**src/rtl/rst_sequencer_pkg.sv**
```systemverilog
// Shared types and helpers for the reset/run sequencer: FSM encoding,
// reset polarity names and parameter-derived width helpers.
package rst_sequencer_pkg;

  typedef enum logic [2:0] {
    SEQ_HOLD    = 3'd0,
    SEQ_RELEASE = 3'd1,
    SEQ_RUN     = 3'd2,
    SEQ_DONE    = 3'd3
  } seq_state_e;

  localparam logic RST_N_ENABLE  = 1'b0;
  localparam logic RST_N_DISABLE = 1'b1;

  // Bits needed to hold the values 0..n-1, never less than one.
  function automatic int unsigned width_for(input int unsigned n);
    return (n <= 2) ? 1 : int'($clog2(n));
  endfunction

  function automatic int unsigned max_u(input int unsigned a, input int unsigned b);
    return (a > b) ? a : b;
  endfunction

endpackage

```
**src/rtl/rst_sequencer_sat_counter.sv**
```systemverilog
// Up-counter with synchronous clear (priority over enable) that sticks at
// all-ones instead of wrapping.
module seq_sat_counter #(
  parameter int unsigned W = 4
) (
  input  logic         clk_i,
  input  logic         rst_n_i,
  input  logic         clr_i,
  input  logic         en_i,
  output logic [W-1:0] cnt_o
);

  logic [W-1:0] cnt_q, cnt_d;

  always_comb begin
    cnt_d = cnt_q;
    if (clr_i) begin
      cnt_d = '0;
    end else if (en_i && (cnt_q != '1)) begin
      cnt_d = cnt_q + W'(1);
    end
  end

  always_ff @(posedge clk_i) begin
    if (!rst_n_i) begin
      cnt_q <= '0;
    end else begin
      cnt_q <= cnt_d;
    end
  end

  assign cnt_o = cnt_q;

endmodule

```
**src/rtl/rst_sequencer.sv**
```systemverilog
// Sequenced per-channel reset release followed by a run-cycle counter that
// ends in a sticky done on CPU halt or on a cycle limit.
module rst_sequencer
  import rst_sequencer_pkg::*;
#(
  parameter int unsigned NUM_CH      = 4,
  parameter int unsigned HOLD_CYCLES = 4,
  parameter int unsigned STEP_CYCLES = 2,
  parameter int unsigned RUN_LIMIT   = 1200,
  parameter int unsigned CNT_W       = 16
) (
  input  logic              clk,
  input  logic              rst,
  input  logic              sw_rst_req,
  input  logic              halt_in,
  output logic [NUM_CH-1:0] ch_rst_n,
  output logic              all_released,
  output logic [CNT_W-1:0]  run_cycles,
  output logic              done,
  output logic [2:0]        state
);

  localparam int unsigned HC_W  = width_for(max_u(HOLD_CYCLES, STEP_CYCLES));
  localparam int unsigned IDX_W = width_for(NUM_CH);
  localparam logic [NUM_CH-1:0] CH_ONE = NUM_CH'(1);

  seq_state_e        state_q, state_d;
  logic [HC_W-1:0]   cnt;
  logic [IDX_W-1:0]  idx_q, idx_d;
  logic [NUM_CH-1:0] ch_q, ch_d;
  logic              all_rel_q, all_rel_d;
  logic              done_q, done_d;
  logic [CNT_W-1:0]  run_cnt;
  logic              hold_exp, step_exp, last_step, limit_hit, run_exit;

  // idx_q is the most recently released channel; cnt times both the hold and each step.
  assign hold_exp  = (state_q == SEQ_HOLD) && (32'(cnt) == HOLD_CYCLES - 32'd1);
  assign step_exp  = (state_q == SEQ_RELEASE) && (32'(cnt) == STEP_CYCLES - 32'd1);
  assign last_step = (32'(idx_q) + 32'd1) == (NUM_CH - 32'd1);
  assign limit_hit = (RUN_LIMIT != 0) && (32'(run_cnt) == RUN_LIMIT - 32'd1);
  assign run_exit  = limit_hit || halt_in;

  seq_sat_counter #(.W(HC_W)) u_step_cnt (
    .clk_i   (clk),
    .rst_n_i (rst),
    .clr_i   (sw_rst_req || hold_exp || step_exp),
    .en_i    ((state_q == SEQ_HOLD) || (state_q == SEQ_RELEASE)),
    .cnt_o   (cnt)
  );

  seq_sat_counter #(.W(CNT_W)) u_run_cnt (
    .clk_i   (clk),
    .rst_n_i (rst),
    .clr_i   (sw_rst_req),
    .en_i    (state_q == SEQ_RUN),
    .cnt_o   (run_cnt)
  );

  always_ff @(posedge clk) begin
    if (!rst) begin
      state_q   <= SEQ_HOLD;
      idx_q     <= '0;
      ch_q      <= {NUM_CH{RST_N_ENABLE}};
      all_rel_q <= 1'b0;
      done_q    <= 1'b0;
    end else begin
      state_q   <= state_d;
      idx_q     <= idx_d;
      ch_q      <= ch_d;
      all_rel_q <= all_rel_d;
      done_q    <= done_d;
    end
  end

  always_comb begin
    state_d = state_q;
    if (sw_rst_req) begin
      state_d = SEQ_HOLD;
    end else begin
      case (state_q)
        SEQ_HOLD:    if (hold_exp) state_d = (NUM_CH == 1) ? SEQ_RUN : SEQ_RELEASE;
        SEQ_RELEASE: if (step_exp && last_step) state_d = SEQ_RUN;
        SEQ_RUN:     if (run_exit) state_d = SEQ_DONE;
        SEQ_DONE:    state_d = SEQ_DONE;
        default:     state_d = SEQ_HOLD;
      endcase
    end
  end

  always_comb begin
    idx_d     = idx_q;
    ch_d      = ch_q;
    all_rel_d = all_rel_q;
    done_d    = done_q;
    if (sw_rst_req) begin
      idx_d     = '0;
      ch_d      = {NUM_CH{RST_N_ENABLE}};
      all_rel_d = 1'b0;
      done_d    = 1'b0;
    end else begin
      case (state_q)
        SEQ_HOLD: begin
          if (hold_exp) begin
            idx_d     = '0;
            ch_d[0]   = RST_N_DISABLE;
            all_rel_d = (NUM_CH == 1);
          end
        end
        SEQ_RELEASE: begin
          if (step_exp) begin
            idx_d     = idx_q + IDX_W'(1);
            ch_d      = ch_q | (CH_ONE << idx_d);
            all_rel_d = last_step;
          end
        end
        SEQ_RUN: if (run_exit) done_d = 1'b1;
        default: ;
      endcase
    end
  end

  assign ch_rst_n     = ch_q;
  assign all_released = all_rel_q;
  assign run_cycles   = run_cnt;
  assign done         = done_q;
  assign state        = state_q;

endmodule
```
**config.mk**
```make
export PLATFORM = sky130hd
export DESIGN_NAME = rst_sequencer
export DESIGN_NICKNAME = d
export VERILOG_FILES = /design/src/rtl/rst_sequencer_pkg.sv /design/src/rtl/rst_sequencer_sat_counter.sv /design/src/rtl/rst_sequencer.sv
export SDC_FILE = /design/constraint.sdc
export NUM_CORES = 1
export LEC_CHECK = 0
export ABC_CLOCK_PERIOD_IN_PS = 2450
export BUFFER_PORTS_ARGS = -buffer_cell sky130_fd_sc_hd__buf_2
export CAP_MARGIN = 0
export CORE_ASPECT_RATIO = 1.1
export CORE_UTILIZATION = 45
export CTS_CLUSTER_DIAMETER = 200
export CTS_CLUSTER_SIZE = 28
export DETAILED_ROUTE_END_ITERATION = 10
export PLACE_DENSITY = 0.74
export SYNTH_ARGS = -nofsm -noshare
export SYNTH_HDL_FRONTEND = slang
export SYNTH_HIERARCHICAL = 1
export SYNTH_SLANG_ARGS = --single-unit
```
**constraint.sdc**
```tcl
create_clock -name clk -period 2.45 [get_ports clk]
set_input_delay 0.245 -clock clk [delete_from_list [all_inputs] [get_ports clk]]
set_output_delay 0.245 -clock clk [all_outputs]
set_load 0.02 [all_outputs]
```
**After elaboration in Yosys (flattened, before gate mapping)**

Index checks and enable logic that the tools add are counted.

- Add/subtract/negate cells: 4
- Equality and inequality tests: 13
- Shifts and indexed selects: 1
- Mux-type cells: 13
- Bitwise logic cells: 2
- Reductions and logical operators: 17

Operators with widths:

| kind | number |
|---|---|
| 16-bit by 1-bit adder with 16-bit output, second input constant | 1 |
| 16-bit by 11-bit equality test with 1-bit output, second input constant | 1 |
| 16-bit inequality test, second input constant | 1 |
| 3-bit case mux with 4 select lines | 1 |
| 3-bit by 2-bit equality test with 1-bit output, second input constant | 3 |
| 3-bit 2-to-1 mux | 3 |
| 2-bit inequality test, second input constant | 4 |
| 3-bit AND reduction | 2 |
| 1-bit logical AND | 5 |
| 2-bit by 1-bit adder with 2-bit output, second input constant | 2 |
| 1-bit logical OR | 4 |
| 1-bit 2-to-1 mux | 4 |
| 2-bit 2-to-1 mux | 2 |
| 4-bit bitwise OR | 1 |
| 1-bit case mux with 2 select lines | 2 |
| 2-bit case mux with 2 select lines | 1 |
| 2-bit AND reduction | 2 |
| 2-bit OR reduction | 2 |
| 1-bit by 2-bit left shift with 4-bit output, first input constant | 1 |
| 2-bit by 1-bit adder with 3-bit output, second input constant | 1 |
| 3-bit by 1-bit equality test with 1-bit output, second input constant | 1 |
| 3-bit logical NOT | 1 |
| 2-bit by 1-bit equality test with 1-bit output, second input constant | 1 |
| 2-bit equality test, second input constant | 1 |
| other kinds (3) | 3 |

- Register bits: 29
- Bits of input ports: 4
- Output and inout port bits: 25

**Depth between registers and ports, before layout**

Gate-level depths: netlist of run 1.

- Word-level depth: 5
- Gate-level depth with buffers: 5
- Gate-level depth less buffers: 5

**Modules after synthesis**

The synthesis of run 1 kept the hierarchy.

By module, submodules not included:

| module | instances | cells each | area an instance (sq um) | seq. area each (sq um) |
|---|---|---|---|---|
| seq_sat_counter at u_run_cnt | 1 | 91 | 864.6 | 320.3 |
| rst_sequencer | 1 | 61 | 531.8 | 200.2 |
| seq_sat_counter at u_step_cnt | 1 | 9 | 98.8 | 40.0 |

**Least setup slack after synthesis of run 1**

Ideal clock, no wire load.

- Path type: reg-to-reg
- Start point: reg state_q[1] (netlist: state[1])
- End point: reg u_run_cnt.cnt_q[13] (netlist: u_run_cnt/cnt_o[13])
- Setup time: 0.071 ns
- Data arrival time: 1.666 ns
- Setup slack: 0.713 ns
- Stages on the path, launching flop included: 6
- Path through: dfxtp_1 and2b_2 and4_2 nand3_4 or4_1 a21oi_1

- Longest elaborated chain between the ends: 2

RTL lines:

| item | line | source |
|---|---|---|
| start: declaration | rst_sequencer.sv:27 | `seq_state_e state_q, state_d;` |
| start signal: assignment | rst_sequencer.sv:67 | `state_q <= state_d;` |
| 3-bit by 2-bit equality test with 1-bit output | rst_sequencer.sv:55 | `.en_i (state_q == SEQ_RUN),` |
| 1-bit logical AND | rst_sequencer_sat_counter.sv:19 | `end else if (en_i && (cnt_q != '1)) begin` |
| end signal: assignment | rst_sequencer_sat_counter.sv:28 | `cnt_q <= cnt_d;` |
| end: declaration | rst_sequencer_sat_counter.sv:13 | `logic [W-1:0] cnt_q, cnt_d;` |

No other way between the ends.
A chain may end at the register's enable or synchronous reset.

**Worst setup path after layout of run 1**

- Start point: reg state_q[0] (netlist: state[0])
- End point: reg u_run_cnt.cnt_q[9] (netlist: u_run_cnt/cnt_o[9])

Same word-level chain as after synthesis.

==> reports/results.txt, run 1 <==
crit start category: register
Sw Share: 21.7%
Syn Inst Count: 161
Clock Pin Slew Worst Setup and Hold Paths: 150 ps
# Max-Cap Violations: 0
worst-margin pin slew: 504 ps
DRC Markers: 4
cts repair resizes: 0
Ys Warns: 6
Register Area: 561 µm²
Via density: 5.93
critical-path maximum fanout: 9
Starting Density: 48.2%
WL/cell: 14.3 µm
Die Height: 62.5 µm
Synth cell types: 51
CTS tree: built
endpoints failing hold: 0
Clk pwr share: 31.6%
# IOs: 29
fin nets: 201
Layout Utilization: 54.6%
Worst Skew: 4.90 ps
mapped cell area: 1500 µm²
number of synthesized register bits: 28
Sw Pwr: 154 µW
cts hold-fix bufs: 0
initial antenna violation count: 0
CP arrival: 2090 ps
PortBufs: 27
RD Place Congestion: 0.897
most frequent cell after synthesis: dfxtp_1
first-pass GRT wire length: 5.23 mm
largest net degree at the start of global routing: 16
H-tree levels: 1
Setup WS post-layout: 619 ps
Seq/Total Area, Yosys: 37.5%
DP Wirelength: 2.31 mm
Synthesized Nets: 172
combinational cell fraction of total power: 3.6%
Final Max Tran Viols: 0
post-layout minimum cycle time: 1830 ps
TNS Setup: 0 ps
cell-internal power: 557 µW
share of layout cells above drive strength 1: 22.8%
row cnt: 21
vias in the first global route: 1179
vias: 1323
Seq pwr share: 64.7%
DRT antenna net count: 0
root buf cell: clkbuf_4
Die Width: 57.0 µm
Post-CTS Setup Bufs: 0
Hold Crit Class: input pin to register
die area: 3560 µm²
RSZ-0062 raised after global routing: false
number of synthesized flops with an enable pin: 0
top cells by area, synth: dfxtp_1, ha_1, nor2_1
Power Density: 420 nW/µm²
CP endpoint kind: register
post-synth top area share: 37.5%
Crit Path Class: register to register
status: finished, violations left
syn avg cell area: 9.29 µm²
Area Overhead vs Synth: 13.3%
Synth async-reset ratio: 0%
Inserted Clock Buffers: 3
Peak VDD IR: 0.191 mV
Final Cycle Share: 74.7%
initial drt markers: 75
Filler cells: 293
Fmax: 546 MHz
leading area contributor after synthesis: dfxtp_1
Pre-antenna DRT Iters: 7
final hold slack: 177 ps
failing checks: DRC
Required @ worst endpoint: 2710 ps
core box area: 3100 µm²
Setup WS pre-CTS: 675 ps
Clock Path Buffers: 2
P_leak: 0.000688 µW
# setup viols final: 0
ANT cells: 0
GR Util All Layers: 18.3%
Primary FF master, synth: dfxtp_1
max_slew headroom: 66.3%
CTS sink count: 28
Multi-input gate area: 890 µm²
worst skew pair latency: 320 ps
WL final: 3.18 mm
Synth top cells by count: dfxtp_1, nor2_1, a21oi_1
Congestion Overflow GR: 0
## worst max-delay path, stage by stage (launching register included)
cell and delay, ps:
dfxtp_1 410, and2b_2 310, and4_2 330, nand3_4 130, or4_1 440, a21oi_1 150
## cells by family (layout without fill, tap and decap cells)
kind of cell,after synthesis,in the layout,share of synthesized area [%]
DFF,28,28,37.5
muxes,2,2,1.34
buffers and inverters,11,39,3.01
and+or+nand+nor,68,68,29.5
adders and majority gates,7,7,5.86
AOI/OAI and AO/OA,38,38,19.0
xor gates and xnor gates,6,6,3.52
other,1,1,0.251
## cell type report
class / count / share of cell area, %
Clock buffer: 4 / 2.14
Inverter: 8 / 1.77
Multi-Input combinational cell: 122 / 52.5
Sequential cell: 28 / 33.1
Tap cell: 34 / 2.51
Timing Repair Buffer: 27 / 7.98
## metrics by stage
step | instances | cell area [µm²] | total power [µW]
after floorplan | 161 | 1500 | 488
after global placement | 219 | 1660 | 494
after detailed placement | 219 | 1660 | 495
after CTS | 223 | 1690 | 721
after global routing | 223 | 1690 | 746
final | 223 | 1690 | 711
## cell usage in the layout (no fill, tap or decap), types with 4 or more instances in the layout
cell / synthesis / routed
dfxtp_1: 28 / 28
buf_2: 0 / 27
nor2_1: 17 / 17
a21oi_1: 12 / 12
inv_1: 8 / 8
nand2_1: 8 / 8
o21ai_0: 7 / 7
ha_1: 7 / 7
nand2b_1: 5 / 5
or3_1: 4 / 4
nor4_1: 4 / 4
nand3_1: 4 / 4
## sequential cells by signal, indices dropped and copies added, names as in the netlist
| name | cells |
|---|---|
| u_run_cnt/cnt_o | 16 |
| ch_rst_n | 4 |
| idx_q | 2 |
| state | 2 |
| u_step_cnt/cnt_o | 2 |
| all_released | 1 |
| done | 1 |
## routing by layer
| layer | share of wire [%] | vias up | track usage [%] |
|---|---|---|---|
| li1 | - | 654 | - |
| met4 | 0.66 | 0 | 6.10 |
| met5 | 0 | - | 0 |
| met2 | 46 | 26 | 28.2 |
| met3 | 4.1 | 2 | 2.90 |
| met1 | 49 | 641 | 26.0 |
## final timing paths
kind / from / to / slack, ps / cells after the start
worst max-delay path: state[0] / u_run_cnt/cnt_o[9] / 620 / 5
worst max register to register: state[0] / u_run_cnt/cnt_o[9] / 620 / 5
worst min-delay path: halt_in / state[0] / 180 / 3
worst min register to register: ch_rst_n[0] / ch_rst_n[0] / 470 / 2
## power groups by stage
| stage | registers, µW | logic (µW) | clock network [µW] |
|---|---|---|---|
| after floorplan | 470 | 18.7 | 0 |
| after global placement | 470 | 24.6 | 0 |
| after detailed placement | 470 | 25.3 | 0 |
| after CTS | 460 | 25.4 | 235 |
| after global routing | 461 | 28.2 | 257 |
| final | 460 | 25.6 | 225 |
No activity file was read; power rests on OpenSTA's default activity.
==> inputs of run 2 (changes only) <==
--- a/config.mk
+++ b/config.mk
@@ -5,7 +5,8 @@
 export SDC_FILE = /design/constraint.sdc
 export NUM_CORES = 1
 export LEC_CHECK = 0
-export ABC_CLOCK_PERIOD_IN_PS = 2450
+export ABC_AREA = 1
+export ABC_CLOCK_PERIOD_IN_PS = 1900
 export BUFFER_PORTS_ARGS = -buffer_cell sky130_fd_sc_hd__buf_2
 export CAP_MARGIN = 0
 export CORE_ASPECT_RATIO = 1.1
==> constraint.sdc (replaced) <==
create_clock -name clk -period 1.9 [get_ports clk]
set_input_delay 0.19 -clock clk [delete_from_list [all_inputs] [get_ports clk]]
set_output_delay 0.19 -clock clk [all_outputs]
set_load 0.02 [all_outputs]
==> run 2 against run 1 <==
The run now ends clean. Worst setup slack got worse by 260 ps. Critical endpoint is now u_run_cnt/cnt_o[12]. Sequential power grew 29%. Global-route usage is 1.4 points higher. Critical path depth is 3 higher. Clock skew is 3.3 ps higher. Synthesized cell count grew 61%.
==> reports/results.txt, run 2 <==
P_leak: 0.000811 µW
# Max-Cap Violations: 0
Ys Warns: 6
Power Density: 558 nW/µm²
Critical Path, Cell by Cell: inv_2 -> nor2_1 -> nand2_1 -> inv_1 -> nand2_1 -> nor2_1 -> nand4_1 -> a21oi_1
Layout Utilization: 55.2%
post-synthesis compound-gate area fraction: 9.31%
post-synth top area share: 35.1%
vias in the first global route: 1369
root buf cell: clkbuf_4
Final Max Tran Viols: 0
row cnt: 22
share of layout cells above drive strength 1: 16.6%
number of synthesized flops with an enable pin: 0
RD Place Congestion: 0.881
CP bufs+invs: 2
initial drt markers: 86
Inserted Clock Buffers: 3
adder-cell share of the synthesized area: 5.48%
total power draw: 1030 µW
largest net degree at the start of global routing: 17
Synth async-reset ratio: 0%
cts repair resizes: 0
Clock Pin Slew Worst Setup and Hold Paths: 160 ps
DRC Markers: 0
mapped cell area: 1600 µm²
# setup viols final: 0
commonest non-fill, non-tap cell in the layout: nor2_1
syn avg cell area: 6.17 µm²
Fmax: 649 MHz
Die Width: 58.8 µm
GR Util All Layers: 19.8%
endpoints failing hold: 0
DP Wirelength: 2.54 mm
CP arrival: 1830 ps
max reg flops: 16
leading area contributor after synthesis: dfxtp_1
Primary FF master, synth: dfxtp_1
post-synthesis simple-gate area fraction: 39.4%
fin nets: 302
Area Overhead vs Synth: 16.0%
# IOs: 29
first-pass GRT wire length: 5.87 mm
WL/cell: 10.4 µm
WL final: 3.51 mm
mux cell area share after synthesis: 0%
CTS sink count: 28
Hold Crit Class: input pin to register
met1 Usage GRT: 26.7%
Clock Path Buffers: 2
RSZ-0062 raised after global routing: false
flop2flop setup slack: 360 ps
GRT met3 Usage: 2.40%
Via density: 4.80
Starting Density: 47.6%
Worst Skew: 8.20 ps
Required @ worst endpoint: 2180 ps
Synth cell types: 18
Congestion Overflow GR: 0
Seq/Total Area, Yosys: 35.1%
DRT antenna net count: 0
CP endpoint kind: register
ANT cells: 0
core box area: 3360 µm²
Synth top cells by count: nor2_1, nand2_1, inv_1
H-tree levels: 1
top cells by area, synth: dfxtp_1, nor2_1, nand2_1
Register Area: 561 µm²
initial antenna violation count: 0
Pre-antenna DRT Iters: 4
critical-path maximum fanout: 6
most frequent cells in the layout: nor2_1, nand2_1, inv_1, dfxtp_1, buf_2
Die Height: 64.5 µm
fin area: 1850 µm²
Final Cycle Share: 81.1%
worst skew pair latency: 330 ps
met2 GRT Util: 32.2%
Peak VDD IR: 0.260 mV
Post-CTS Setup Bufs: 0
slowest CP cell: dfxtp_1
Filler cells: 353
busiest layer in global routing: met2
PortBufs: 27
die area: 3800 µm²
post-layout minimum cycle time: 1540 ps
TNS Setup: 0 ps
status: completed
Synthesized Nets: 270
CP top delay family: simple AND/OR/NAND/NOR gates
Multi-input gate area: 870 µm²
largest family of logic cells by synthesized area: simple AND/OR/NAND/NOR gates
vias: 1621
crit start category: register
Worst path max stage delay: 390 ps
number of synthesized register bits: 28
XOR/XNOR Fraction of Synth Area: 0%
Syn Inst Count: 259
CTS tree: built
cts hold-fix bufs: 0
Crit Path Class: register to register
placed cell area: 1800 µm²
most frequent cell after synthesis: nor2_1
[run 2: path summary, 6_finish.rpt]
kind | from | endpoint | depth (start not counted)
max | state[1] | u_run_cnt/cnt_o[12] | 8
min | rst | u_step_cnt/cnt_o[1] | 5
max reg2reg | state[1] | u_run_cnt/cnt_o[12] | 8
min reg2reg | ch_rst_n[2] | ch_rst_n[2] | 2
[run 2: per-layer routing]
layer | up-vias | wire length [µm]
met5 | - | 0
met4 | 0 | 36
met3 | 4 | 200
met2 | 58 | 1560
met1 | 698 | 1710
li1 | 861 | -
[run 2: through the flow]
step,worst slack [ps],hold slack [ps],instances
floorplan,331,386,259
global placement,428,434,334
detailed placement,395,438,334
CTS,373,151,338
global route,148,196,338
finish,358,165,338
[run 2: kinds of logic after synthesis]
group | Yosys count
buf+inv | 43
flops | 28
compound gates | 29
simple gates | 151
fa+ha+maj | 7
other cells | 1
[run 2: tightest hold or removal path: stages]
cell     delay, ps
buf_2          110
inv_1           40
nor2_1          40
nand2_1         50
nor2_1          30
[run 2: where the power goes]
group          leakage, µW  total, µW  switching [µW]  internal (µW)
Clock            0.0000279        400             187            213
Combinational     0.000558       39.7            25.8           13.9
Sequential        0.000226        594            3.79            590
Total             0.000811       1030             216            818
[run 2: final cells by class]
| class | count | area share [%] |
|---|---|---|
| Clock inverter | 1 | 1.62 |
| Inverter | 39 | 7.89 |
| Sequential cell | 28 | 30.2 |
| Timing Repair Buffer | 31 | 8.91 |
| Multi-Input combinational cell | 188 | 46.9 |
| Clock buffer | 3 | 1.21 |
| Tap cell | 48 | 3.24 |
==> inputs of run 3 (changes only) <==
--- a/config.mk
+++ b/config.mk
@@ -6,7 +6,7 @@
 export NUM_CORES = 1
 export LEC_CHECK = 0
 export ABC_AREA = 1
-export ABC_CLOCK_PERIOD_IN_PS = 1900
+export ABC_CLOCK_PERIOD_IN_PS = 1500
 export BUFFER_PORTS_ARGS = -buffer_cell sky130_fd_sc_hd__buf_2
 export CAP_MARGIN = 0
 export CORE_ASPECT_RATIO = 1.1
==> constraint.sdc (replaced) <==
create_clock -name clk -period 1.5 [get_ports clk]
set_input_delay 0.15 -clock clk [delete_from_list [all_inputs] [get_ports clk]]
set_output_delay 0.15 -clock clk [all_outputs]
set_load 0.02 [all_outputs]
==> run 3 against run 2 <==
Sequential share of layout area is 0.90 points lower. Cell area is 4.5% higher. Clock skew is 5.2 ps lower. Cell count is 2.7% higher. Clock-buffer cell count is 1 higher. Register-to-register slack worse by 220 ps. Global-route usage is 0.36 points higher. Hold slack worse by 24 ps. Critical path type unchanged. Largest cell class unchanged. Largest power group unchanged.
==> reports/results.txt, run 3 (same netlist as run 2, synthesis figures left out) <==
depth of the worst register-to-register path: 7
fin nets: 311
WL final: 3.59 mm
max reg flops: 16
Worst Hold Depth: 5
DRC Markers: 0
worst hold start: rst
Die Width: 58.8 µm
largest net degree at the start of global routing: 16
vias: 1657
Fmax: 732 MHz
crit start category: register
Final Max Tran Viols: 0
Required @ worst endpoint: 1740 ps
vias in the first global route: 1495
RD Place Congestion: 0.867
Congestion Overflow GR: 0
CP endpoint kind: register
Area Overhead vs Synth: 21.1%
worst skew pair latency: 330 ps
cell-internal power: 914 µW
status: completed
Pre-antenna DRT Iters: 4
endpoints failing hold: 0
commonest non-fill, non-tap cell in the layout: nand2_1
WL/cell: 10.3 µm
first-pass GRT wire length: 6.03 mm
Clk pwr share: 31.6%
Power Density: 605 nW/µm²
Via density: 4.78
initial antenna violation count: 0
CTS tree: built
post-layout minimum cycle time: 1370 ps
Peak VDD IR: 0.377 mV
Worst Skew: 2.98 ps
Hold Crit Class: input pin to register
Starting Density: 47.6%
share of layout cells above drive strength 1: 23.1%
CTS sink count: 28
combinational cell fraction of total power: 4.3%
placed cell area: 1860 µm²
TNS Setup: 0 ps
root buf cell: clkbuf_4
core box area: 3360 µm²
CP arrival: 1610 ps
most frequent cells in the layout: nand2_1, nor2_1, inv_1, buf_2, dfxtp_1
Setup WS pre-CTS: 105 ps
cts hold-fix bufs: 0
critical-path maximum fanout: 6
DP Wirelength: 2.78 mm
Layout Cells excl Fill: 347
DRT antenna net count: 0
flop2flop setup slack: 130 ps
Inserted Clock Buffers: 3
Die Height: 64.5 µm
Clock Pin Slew Worst Setup and Hold Paths: 150 ps
Clock Path Buffers: 2
Crit Reg-Reg Endpoint: u_run_cnt/cnt_o[1]
Setup WS post-layout: 134 ps
Crit Path Class: register to register
PortBufs: 27
P_leak: 0.000853 µW
# IOs: 29
# setup viols final: 0
row cnt: 22
reg2reg start: u_run_cnt/cnt_o[5]
die area: 3800 µm²
Sw Share: 22.1%
GR Util All Layers: 20.1%
placed insts: 341
Seq pwr share: 64.2%
Sw Pwr: 259 µW
Final Cycle Share: 91.1%
initial drt markers: 74
H-tree levels: 1
# Max-Cap Violations: 0
hold path endpoint: u_step_cnt/cnt_o[0]
fin area: 1940 µm²
ANT cells: 0
## run 3: power groups by stage
stage	sequential (µW)	combinational (µW)	clock (µW)
finish	752	50.4	370
detailed placement	768	50.3	0
global placement	768	48.8	0
CTS	753	50.7	390
floorplan	768	38.1	0
global route	753	59.3	416
## run 3: worst max-delay path: stages, from the launching register on
cell and delay [ps]:
dfxtp_1 480, nand2_1 120, nor2_1 140, nand2_1 100, nor2_2 200, nor2_1 100, nor2_1 100, nor2_1 50
## run 3: metrics by stage
| stage | hold WS (ps) | total power, µW | utilization (%) |
|---|---|---|---|
| global placement | 437 | 817 | 55.3 |
| finish | 141 | 1170 | 57.7 |
| global route | 158 | 1230 | 57.7 |
| CTS | 133 | 1190 | 56.4 |
| floorplan | 346 | 806 | - |
| detailed placement | 440 | 819 | 55.3 |
## run 3: how the worst max path moves through the flow
| stage | slack (ps) | from | to |
|---|---|---|---|
| 6_report | 130 | u_run_cnt/cnt_o[5] | u_run_cnt/cnt_o[1] |
| 5_1_grt | -8 | u_run_cnt/cnt_o[0] | u_run_cnt/cnt_o[13] |
| 4_1_cts | 80 | state[1] | u_run_cnt/cnt_o[8] |
| 3_5_place_dp | 100 | state[1] | u_run_cnt/cnt_o[8] |
| 3_3_place_gp | 160 | state[1] | u_run_cnt/cnt_o[8] |
| 2_1_floorplan | 20 | state[1] | u_run_cnt/cnt_o[8] |
## run 3: per-layer routing
layer,global-route usage (%),vias to the layer above,part of all wire [%]
li1,-,883,-
met5,0,-,0
met3,1.80,4,2.9
met4,6.25,0,1.0
met2,36.9,31,48
met1,24.2,739,48
## run 3: what timing repair did
item | 4_1_cts | 5_1_grt
setup endpoints to repair | 0 | 12
setup buffers | 0 | 2
resized for setup | 0 | 13
hold endpoints to repair | 0 | 0
## run 3: final cells by class
| cell class | count | area, µm² |
|---|---|---|
| clock buffers | 4 | 36.3 |
| fillers | 357 | 1420 |
| inverters | 39 | 146 |
| multi-input cells | 188 | 890 |
| flip-flops and latches | 28 | 568 |
| well taps | 48 | 60.1 |
| repair buffers | 40 | 236 |
